`src/rtl/mux4_arb_pkg.sv`:
```
// Shared constants, FSM state type and helpers for the 4-way round-robin mux arbiter.
// No logic of its own; zero latency.
// No flow control; types and constants only.
package mux4_arb_pkg;

  localparam int N_REQ = 4;
  localparam int SEL_W = 2;

  typedef enum logic {
    IDLE  = 1'b0,
    GRANT = 1'b1
  } state_t;

  // Bits needed to hold values 0..n-1 (returns 0 for n <= 1).
  function automatic int clog2(input int n);
    int r;
    r = 0;
    while ((1 << r) < n) r++;
    return r;
  endfunction

endpackage

```
`src/rtl/rr_pick4.sv`:
```
// First set request bit at or after ptr, wrapping modulo 4.
// Purely combinational, zero latency.
// No flow control; found=0 when no request is set.
module rr_pick4
  import mux4_arb_pkg::*;
(
  input  logic [N_REQ-1:0] req,
  input  logic [SEL_W-1:0] ptr,
  output logic             found,
  output logic [SEL_W-1:0] idx
);

  logic [SEL_W-1:0] cand;

  // Scan ptr, ptr+1, ... wrapping; the first hit wins.
  always_comb begin
    found = 1'b0;
    idx   = ptr;
    cand  = ptr;
    for (int i = 0; i < N_REQ; i++) begin
      cand = ptr + SEL_W'(i);
      if (!found && req[cand]) begin
        found = 1'b1;
        idx   = cand;
      end
    end
  end

endmodule

```
`src/rtl/mux4_rr_arbiter.sv`:
```
// Round-robin arbiter owning the select of a registered 4:1 data mux, with burst cap.
// Grant/ctrl registered one edge after request; valid/src tag one edge later to match mux output.
// Owner keeps the mux while requesting, up to BURST_MAX cycles; handoff is gapless.
module mux4_rr_arbiter
  import mux4_arb_pkg::*;
#(
  parameter int BURST_MAX = 8
) (
  input  logic             i_clk,
  input  logic             i_rst_n,
  input  logic [N_REQ-1:0] i_req,
  output logic [N_REQ-1:0] o_grant,
  output logic [SEL_W-1:0] o_ctrl,
  output logic             o_busy,
  output logic             o_data_valid,
  output logic [SEL_W-1:0] o_data_src
);

  localparam int CNT_W = clog2(BURST_MAX + 1);
  localparam logic [CNT_W-1:0] CNT_MAX = CNT_W'(BURST_MAX);
  localparam logic [CNT_W-1:0] CNT_ONE = CNT_W'(1);

  state_t           state_q, state_d;
  logic [SEL_W-1:0] ptr_q, ptr_d;
  logic [CNT_W-1:0] cnt_q, cnt_d;
  logic [N_REQ-1:0] grant_q, grant_d;
  logic [SEL_W-1:0] ctrl_q, ctrl_d;
  logic             data_valid_q;
  logic [SEL_W-1:0] data_src_q;

  logic [SEL_W-1:0] scan_ptr;
  logic             pick_found;
  logic [SEL_W-1:0] pick_idx;

  // While granted the only scan that matters is the release rescan, which starts after the owner.
  assign scan_ptr = (state_q == GRANT) ? ctrl_q + SEL_W'(1) : ptr_q;

  rr_pick4 u_pick (
    .req   (i_req),
    .ptr   (scan_ptr),
    .found (pick_found),
    .idx   (pick_idx)
  );

  // Next-state: keep, hand off, or go idle; ctrl holds its value when idle.
  always_comb begin
    state_d = state_q;
    ptr_d   = ptr_q;
    cnt_d   = cnt_q;
    grant_d = grant_q;
    ctrl_d  = ctrl_q;
    unique case (state_q)
      IDLE: begin
        if (pick_found) begin
          state_d = GRANT;
          grant_d = N_REQ'(1) << pick_idx;
          ctrl_d  = pick_idx;
          cnt_d   = CNT_ONE;
        end
      end
      GRANT: begin
        if (i_req[ctrl_q] && (cnt_q < CNT_MAX)) begin
          cnt_d = cnt_q + CNT_ONE;
        end else begin
          ptr_d = ctrl_q + SEL_W'(1);
          if (pick_found) begin
            grant_d = N_REQ'(1) << pick_idx;
            ctrl_d  = pick_idx;
            cnt_d   = CNT_ONE;
          end else begin
            state_d = IDLE;
            grant_d = '0;
            cnt_d   = '0;
          end
        end
      end
      default: begin
        state_d = IDLE;
        grant_d = '0;
        cnt_d   = '0;
      end
    endcase
  end

  // Arbitration state and grant/select outputs.
  always_ff @(posedge i_clk or negedge i_rst_n) begin
    if (!i_rst_n) begin
      state_q <= IDLE;
      ptr_q   <= '0;
      cnt_q   <= '0;
      grant_q <= '0;
      ctrl_q  <= '0;
    end else begin
      state_q <= state_d;
      ptr_q   <= ptr_d;
      cnt_q   <= cnt_d;
      grant_q <= grant_d;
      ctrl_q  <= ctrl_d;
    end
  end

  // Tag registers trail the grant by one edge, lining up with the mux output register.
  always_ff @(posedge i_clk or negedge i_rst_n) begin
    if (!i_rst_n) begin
      data_valid_q <= 1'b0;
      data_src_q   <= '0;
    end else begin
      data_valid_q <= |grant_q;
      data_src_q   <= ctrl_q;
    end
  end

  assign o_grant      = grant_q;
  assign o_ctrl       = ctrl_q;
  assign o_busy       = |grant_q;
  assign o_data_valid = data_valid_q;
  assign o_data_src   = data_src_q;

endmodule

```
`config.mk`:
```
export PLATFORM = sky130hd
export DESIGN_NAME = mux4_rr_arbiter
export DESIGN_NICKNAME = d
export VERILOG_FILES = /design/src/rtl/mux4_arb_pkg.sv /design/src/rtl/rr_pick4.sv /design/src/rtl/mux4_rr_arbiter.sv
export SDC_FILE = /design/constraint.sdc
export NUM_CORES = 1
export LEC_CHECK = 0
export CAP_MARGIN = 25
export CORE_MARGIN = 4
export CORE_UTILIZATION = 40
export CTS_CLUSTER_SIZE = 24
export DETAILED_ROUTE_END_ITERATION = 16
export RECOVER_POWER = 100
export SLEW_MARGIN = 20
export SYNTH_ARGS = -nofsm -noshare
export SYNTH_HDL_FRONTEND = slang
export SYNTH_SLANG_ARGS = --single-unit
export TNS_END_PERCENT = 50
```
`constraint.sdc`:
```
create_clock -name i_clk -period 4.14 [get_ports i_clk]
set_input_delay 1.242 -clock i_clk [delete_from_list [all_inputs] [get_ports i_clk]]
set_output_delay 1.242 -clock i_clk [all_outputs]
set_load 0.01 [all_outputs]
```
==> results of run 1 <==
[final timing paths]
check	to	depth (start not counted)
max	o_grant[3]$_DFFE_PN0P_	6
min	cnt_q[3]$_DFFE_PN0P_	2
max reg2reg	o_grant[3]$_DFFE_PN0P_	5
min reg2reg	cnt_q[3]$_DFFE_PN0P_	2
max in group asynchronous	o_ctrl[0]$_DFFE_PN0P_	1
min in group asynchronous	cnt_q[0]$_DFFE_PN0P_	1
[cell usage after synthesis, drive strengths merged, types with 2 or more instances]
library cell,n,area share (%)
a21o,2,1.9
nor2b,2,2.5
nor3b,2,2.5
inv,3,1.4
a21oi,4,2.5
nand2,6,2.8
o21ai,3,1.9
nand3,3,1.9
dfrtp,16,49
buf,2,1.2
o2bb2ai,2,2.2
nor2,5,2.3
or4,2,1.9
nand2b,3,2.3
a31oi,2,1.5
a22o,3,3.2
[cell families (layout without fill, tap and decap cells)]
kind of cell	after synthesis	count (layout)	share of synthesized area (%)
AO/OA/AOI/OAI	25	25	23.8
multiplexers	2	2	4.64
flip-flops	16	16	49.5
XOR/XNOR	1	1	1.08
adder cells (fa/ha/maj)	1	1	1.55
buffers and inverters	5	22	2.63
AND/OR/NAND/NOR	24	24	16.8
[through the flow]
stage               power, mW  utilization [%]  hold WS (ns)  std cells
floorplan               0.504                -         0.473         74
global route            0.784             51.9         0.540        118
detailed placement      0.655             50.6         0.504        114
CTS                     0.757             52.5         0.524        118
finish                  0.720             51.9         0.511        118
global placement        0.651             50.6         0.504        114
[layer usage]
metal	vias to the layer above	routed length (µm)	track usage [%]
met4	0	13	3.83
met1	315	812	19.0
met3	2	64	3.10
met5	-	0	0
li1	317	-	-
met2	12	774	20.9
[worst register-to-register path, cell delays in order, from the launching register on]
cell and delay, ns:
dfrtp_1 0.51, mux4_1 0.59, nor2b_1 0.19, nand2_1 0.19, nor3b_1 0.38, a22o_1 0.21
[sequential cells by signal (all words and copies together) (netlist names)]
register	cells
state_q	1
ptr_q	2
o_data_valid	1
cnt_q	4
o_grant	4
o_ctrl	2
o_data_src	2
[power groups by stage]
stage                     Combinational, mW  Sequential [mW]  Clock, mW
after floorplan                       0.219            0.285          0
final                                 0.349            0.272     0.0991
after global placement                0.371            0.280          0
after detailed placement              0.376            0.279          0
after global routing                  0.393            0.282      0.109
after CTS                             0.378            0.275      0.104
[area by class of cell]
class,instances,area (µm²),share of cell area [%]
Clock buffer,4,36.3,3.60
Inverter,3,11.3,1.12
Timing Repair Buffer,15,150,14.9
Sequential cell,16,400,39.8
Multi-Input combinational cell,53,375,37.3
Tap cell,27,33.8,3.35
==> summary.md, run 1 <==
| Metric | Value |
|---|---|
| GPL Wtd Cong | `0.919` |
| Slew headroom | `53.1%` |
| Num rows | `16` |
| Power density over the cells | `715 nW/µm²` |
| CP arrival | `3.36 ns` |
| Drt first pass iters | `4` |
| Nets | `99` |
| Max-cap viol count | `0` |
| Period utilization | `75.9%` |
| Post-DP Area | `983 µm²` |
| NetSw | `0.270 mW` |
| Die Area | `2810 µm²` |
| Sequential Power Share | `37.8%` |
| Syn Nets | `81` |
| GRT overflow | `0` |
| Clk network pwr share | `13.8%` |
| Critical path capture point type | `flip-flop` |
| Cell count after synthesis | `74` |
| Fmax | `318 MHz` |
| Post-synth EDFFs | `0` |
| Clock Sinks | `16` |
| Maximum clock path buffer count | `2` |
| Max VDD drop | `0.406 mV` |
| Asr flop ratio synth | `100%` |
| Final setup margin | `0.996 ns` |
| 1st-iter DRT viols | `11` |
| Fillers | `174` |
| Worst R2R Start | `o_ctrl[0]$_DFFE_PN0P_` |
| Crit Path Max Fanout | `7` |
| Worst Path Buf+Inv | `1` |
| Layout Skew | `0.00691 ns` |
| Hold path startpoint | `cnt_q[3]$_DFFE_PN0P_` |
| Final setup viols | `0` |
| Leak pwr | `0.458 nW` |
| Worst Max-Slew Pin Slew | `0.702 ns` |
| Clk Latency, worst-skew pair | `0.27 ns` |
| Synthesis warning total | `0` |
| Starting Density | `41.7%` |
| Dpl ws | `0.950 ns` |
| Hold Path Class | `flip-flop to flip-flop` |
| Crit-path slowest cell | `dlygate4sd3_1` |
| Setup crit start kind | `input port` |
| Detail Placement HPWL | `1.27 mm` |
| # IOs | `16` |
| Design area | `1010 µm²` |
| Area delta synth->final | `24.4%` |
| Period minus WS final | `3.14 ns` |
| TritonCTS clock tree | `built` |
| DRC Markers | `0` |
| Final setup TNS | `0 ns` |
| Largest net degree at the start of global routing | `17` |
| Setup bufs post-CTS | `0` |
| Drt total wl | `1.67 mm` |
| Via count | `646` |
| CP Cell Sequence | `dlygate4sd3_1 -> mux4_1 -> nor2b_1 -> nand2_1 -> nor3b_1 -> a22o_1` |
| CP delay by family, top | `simple AND/OR/NAND/NOR gates` |
| Status | `complete, no violations` |
| CTS root buf | `clkbuf_4` |
| Cts bufs inserted | `3` |
| Tot GR Track Use | `13.6%` |
| Synth Register Bits | `16` |
| Wirelength per Cell | `14.1 µm` |
| Max incr delay on CP | `0.63 ns` |
| Fraction of layout cells with a size suffix above 1 | `9.89%` |
| Post-synth top flop | `dfrtp_1` |
| Crit path required time | `4.35 ns` |
| Sw frac | `37.4%` |
| Endpoints failing hold | `0` |
| First-pass GRT wire length | `2.78 mm` |
| Initial antenna violation count | `0` |
| Die width | `53.0 µm` |
| Beginning of the critical path | `i_req[0]` |
| Post-CTS sizing | `0` |
| Core area | `1940 µm²` |
| Diodes inserted | `0` |
| Reg clk slew, reported paths | `0.09 ns` |
| Gate power share | `48.5%` |
| Vias in the first global route | `602` |
| Vias per cell | `5.47` |
| I/O Buffers | `15` |
| RSZ-0062 raised after global routing | `false` |
| Sequential share of the synthesized area | `49.5%` |
| Reg2Reg Setup Slack | `2.01 ns` |
| Post-route ant nets | `0` |
| Crit Path Category | `input port to flip-flop` |
| Distinct cells, synth | `32` |
| Number of hold buffers added after cts | `0` |
| Fin. max-slew vios | `0` |
| Commonest cells after routing, fill and taps aside | `16 x dfrtp_1, 12 x dlygate4sd3_1, 6 x nand2_1, 5 x nor2_1, 4 x a21oi_1` |
| P_int | `0.451 mW` |
| Cell Area, Synth | `810 µm²` |
| Commonest non-fill, non-tap cell in the layout | `dfrtp_1` |
| Die H | `53.0 µm` |
| Mean Syn Cell Area | `10.9 µm²` |
| H-tree depth | `1` |
Note: power is estimated with default switching activity, not from simulation.
==> run 2, diff against run 1 <==
==> constraint.sdc (replaced) <==
create_clock -name i_clk -period 3.07 [get_ports i_clk]
set_input_delay 0.921 -clock i_clk [delete_from_list [all_inputs] [get_ports i_clk]]
set_output_delay 0.921 -clock i_clk [all_outputs]
set_load 0.01 [all_outputs]
==> summary.md, run 2 (same netlist as run 1, synthesis figures left out) <==
| Metric | Value |
|---|---|
| Status | `complete, no violations` |
| Commonest cells after routing, fill and taps aside | `16 x dfrtp_1, 12 x dlygate4sd3_1, 6 x nand2_1, 5 x nor2_1, 4 x a21oi_1` |
| Post-route ant nets | `0 (unchanged)` |
| Drt total wl | `1.68 mm (+0.96%)` |
| Fin. max-slew vios | `0 (unchanged)` |
| Tot GR Track Use | `13.4% (-0.19 points)` |
| Met2 Usage GRT | `20.7% (-0.21 points)` |
| Core area | `1940 µm² (unchanged)` |
| H-tree depth | `1 (unchanged)` |
| Critical path capture point type | `output port` |
| Power density over the cells | `951 nW/µm² (+33%)` |
| Crit Path Max Fanout | `3 (-4)` |
| Die width | `53.0 µm (unchanged)` |
| Smallest hold slack | `0.509 ns (-0.00135 ns)` |
| Hold Path Class | `flip-flop to flip-flop` |
| Setup crit start kind | `flip-flop` |
| Fillers | `181 (+4.0%)` |
| Crit path capture | `o_busy` |
| Met3 layer usage reported by global route | `3.66% (+0.56 points)` |
| Nets | `99 (unchanged)` |
| Worst Reg-to-Reg Cells | `5 (unchanged)` |
| RSZ-0062 raised after global routing | `false` |
| Maximum clock path buffer count | `2 (unchanged)` |
| Crit path required time | `2.15 ns (-2.20 ns)` |
| TritonCTS clock tree | `built` |
| Period utilization | `89.9%` |
| Wirelength per Cell | `14.4 µm (+1.8%)` |
| Die H | `53.0 µm (unchanged)` |
| Commonest non-fill, non-tap cell in the layout | `dfrtp_1` |
| Drt first pass iters | `4 (unchanged)` |
| GRT overflow | `0 (unchanged)` |
| Fmax | `362 MHz` |
| # IOs | `16 (unchanged)` |
| Grt peak-use layer | `met2` |
| Leak pwr | `0.453 nW (-1.0%)` |
| Starting Density | `41.7% (unchanged)` |
| Initial antenna violation count | `0 (unchanged)` |
| Crit Path Category | `flip-flop to output port` |
| Worst Max-Slew Pin Slew | `0.727 ns (+0.0253 ns)` |
| Vias per cell | `5.69 (+4.0%)` |
| Endpoints failing hold | `0 (unchanged)` |
| Cts bufs inserted | `3 (unchanged)` |
| Period minus WS final | `2.76 ns` |
| Max VDD drop | `0.520 mV (+28%)` |
| Beginning of the critical path | `o_grant[1]$_DFFE_PN0P_` |
| Final setup viols | `0 (unchanged)` |
| Clock Sinks | `16 (unchanged)` |
| Fraction of layout cells with a size suffix above 1 | `10.0% (+0.11 points)` |
| Slew headroom | `51.4% (-1.7 points)` |
| Via count | `666 (+3.1%)` |
| 1st-iter DRT viols | `14 (+3)` |
| Number of hold buffers added after cts | `0 (unchanged)` |
| Max-cap viol count | `0 (unchanged)` |
| I/O Buffers | `15 (unchanged)` |
| Num rows | `16 (unchanged)` |
| Area delta synth->final | `23.3%` |
| CTS root buf | `clkbuf_4` |
| DRC Markers | `0 (unchanged)` |
| Vias in the first global route | `608 (+1.0%)` |
| Reg-to-Reg End | `o_grant[3]$_DFFE_PN0P_` |
| GPL Wtd Cong | `0.919 (about the same)` |
| First-pass GRT wire length | `2.71 mm (-2.5%)` |
| Largest net degree at the start of global routing | `17 (unchanged)` |
| Worst R2R Start | `o_ctrl[0]$_DFFE_PN0P_` |
| Post-CTS sizing | `0 (unchanged)` |
| CP arrival | `1.84 ns (-1.52 ns)` |
| Clk Latency, worst-skew pair | `0.29 ns (+0.02 ns)` |
| Diodes inserted | `0 (unchanged)` |
| Reg clk slew, reported paths | `0.09 ns (about the same)` |
| Layout Skew | `0.0118 ns (+0.00494 ns)` |
| Setup bufs post-CTS | `0 (unchanged)` |
| Detail Placement HPWL | `1.24 mm (-2.2%)` |
| Die Area | `2810 µm² (unchanged)` |
| Final setup TNS | `0 ns (unchanged)` |
| Routing usage on met1 | `17.7% (-1.3 points)` |
| Reg2Reg Setup Slack | `1.03 ns (-0.98 ns)` |
[run 2: layer usage]
| layer | up-vias | share of wire, % |
|---|---|---|
| li1 | 318 | - |
| met1 | 321 | 48 |
| met2 | 23 | 46 |
| met3 | 4 | 4.5 |
| met4 | 0 | 1.4 |
| met5 | - | 0 |
[run 2: cell type report]
class                      count  area (µm²)  share of cell area [%]
sequential                    16         400                    40.1
multi-input combinational     53         380                    38.1
timing repair buffer          15         150                    15.0
tap                           27        33.8                    3.38
clock buffer                   3        22.5                    2.26
inverter                       3        11.3                    1.13
[run 2: report_power, final]
group / internal, mW / leakage [nW] / switching, mW / total [mW]
Clock: 0.0455 / 0.0138 / 0.0626 / 0.108
Sequential: 0.297 / 0.194 / 0.0720 / 0.369
Combinational: 0.241 / 0.245 / 0.231 / 0.472
[run 2: critical path, stage by stage, from the launching register on]
cell and delay (ns):
dfrtp_1 0.40, or4_1 0.54, dlygate4sd3_1 0.62
[run 2: per-stage QoR]
stage	instances	setup slack, ns	area (µm²)	util, %	power, mW
after floorplan	74	0.911	810	-	0.679
after global placement	114	0.261	983	50.6	0.878
after detailed placement	114	0.172	983	50.6	0.882
after CTS	117	0.417	1010	51.8	0.992
after global routing	117	0.196	998	51.4	1.03
final	117	0.311	998	51.4	0.949
[run 2: worst min-delay path by stage]
stage,from,to,slack [ns],depth (start not counted)
after floorplan,cnt_q[2]$_DFFE_PN0P_,cnt_q[2]$_DFFE_PN0P_,0.47,1
after global placement,o_ctrl[1]$_DFFE_PN0P_,o_data_src[1]$_DFF_PN0_,0.50,0
after detailed placement,o_ctrl[1]$_DFFE_PN0P_,o_data_src[1]$_DFF_PN0_,0.50,0
after CTS,o_ctrl[1]$_DFFE_PN0P_,o_data_src[1]$_DFF_PN0_,0.52,0
after global routing,o_ctrl[1]$_DFFE_PN0P_,o_data_src[1]$_DFF_PN0_,0.52,0
final,cnt_q[3]$_DFFE_PN0P_,cnt_q[3]$_DFFE_PN0P_,0.51,2
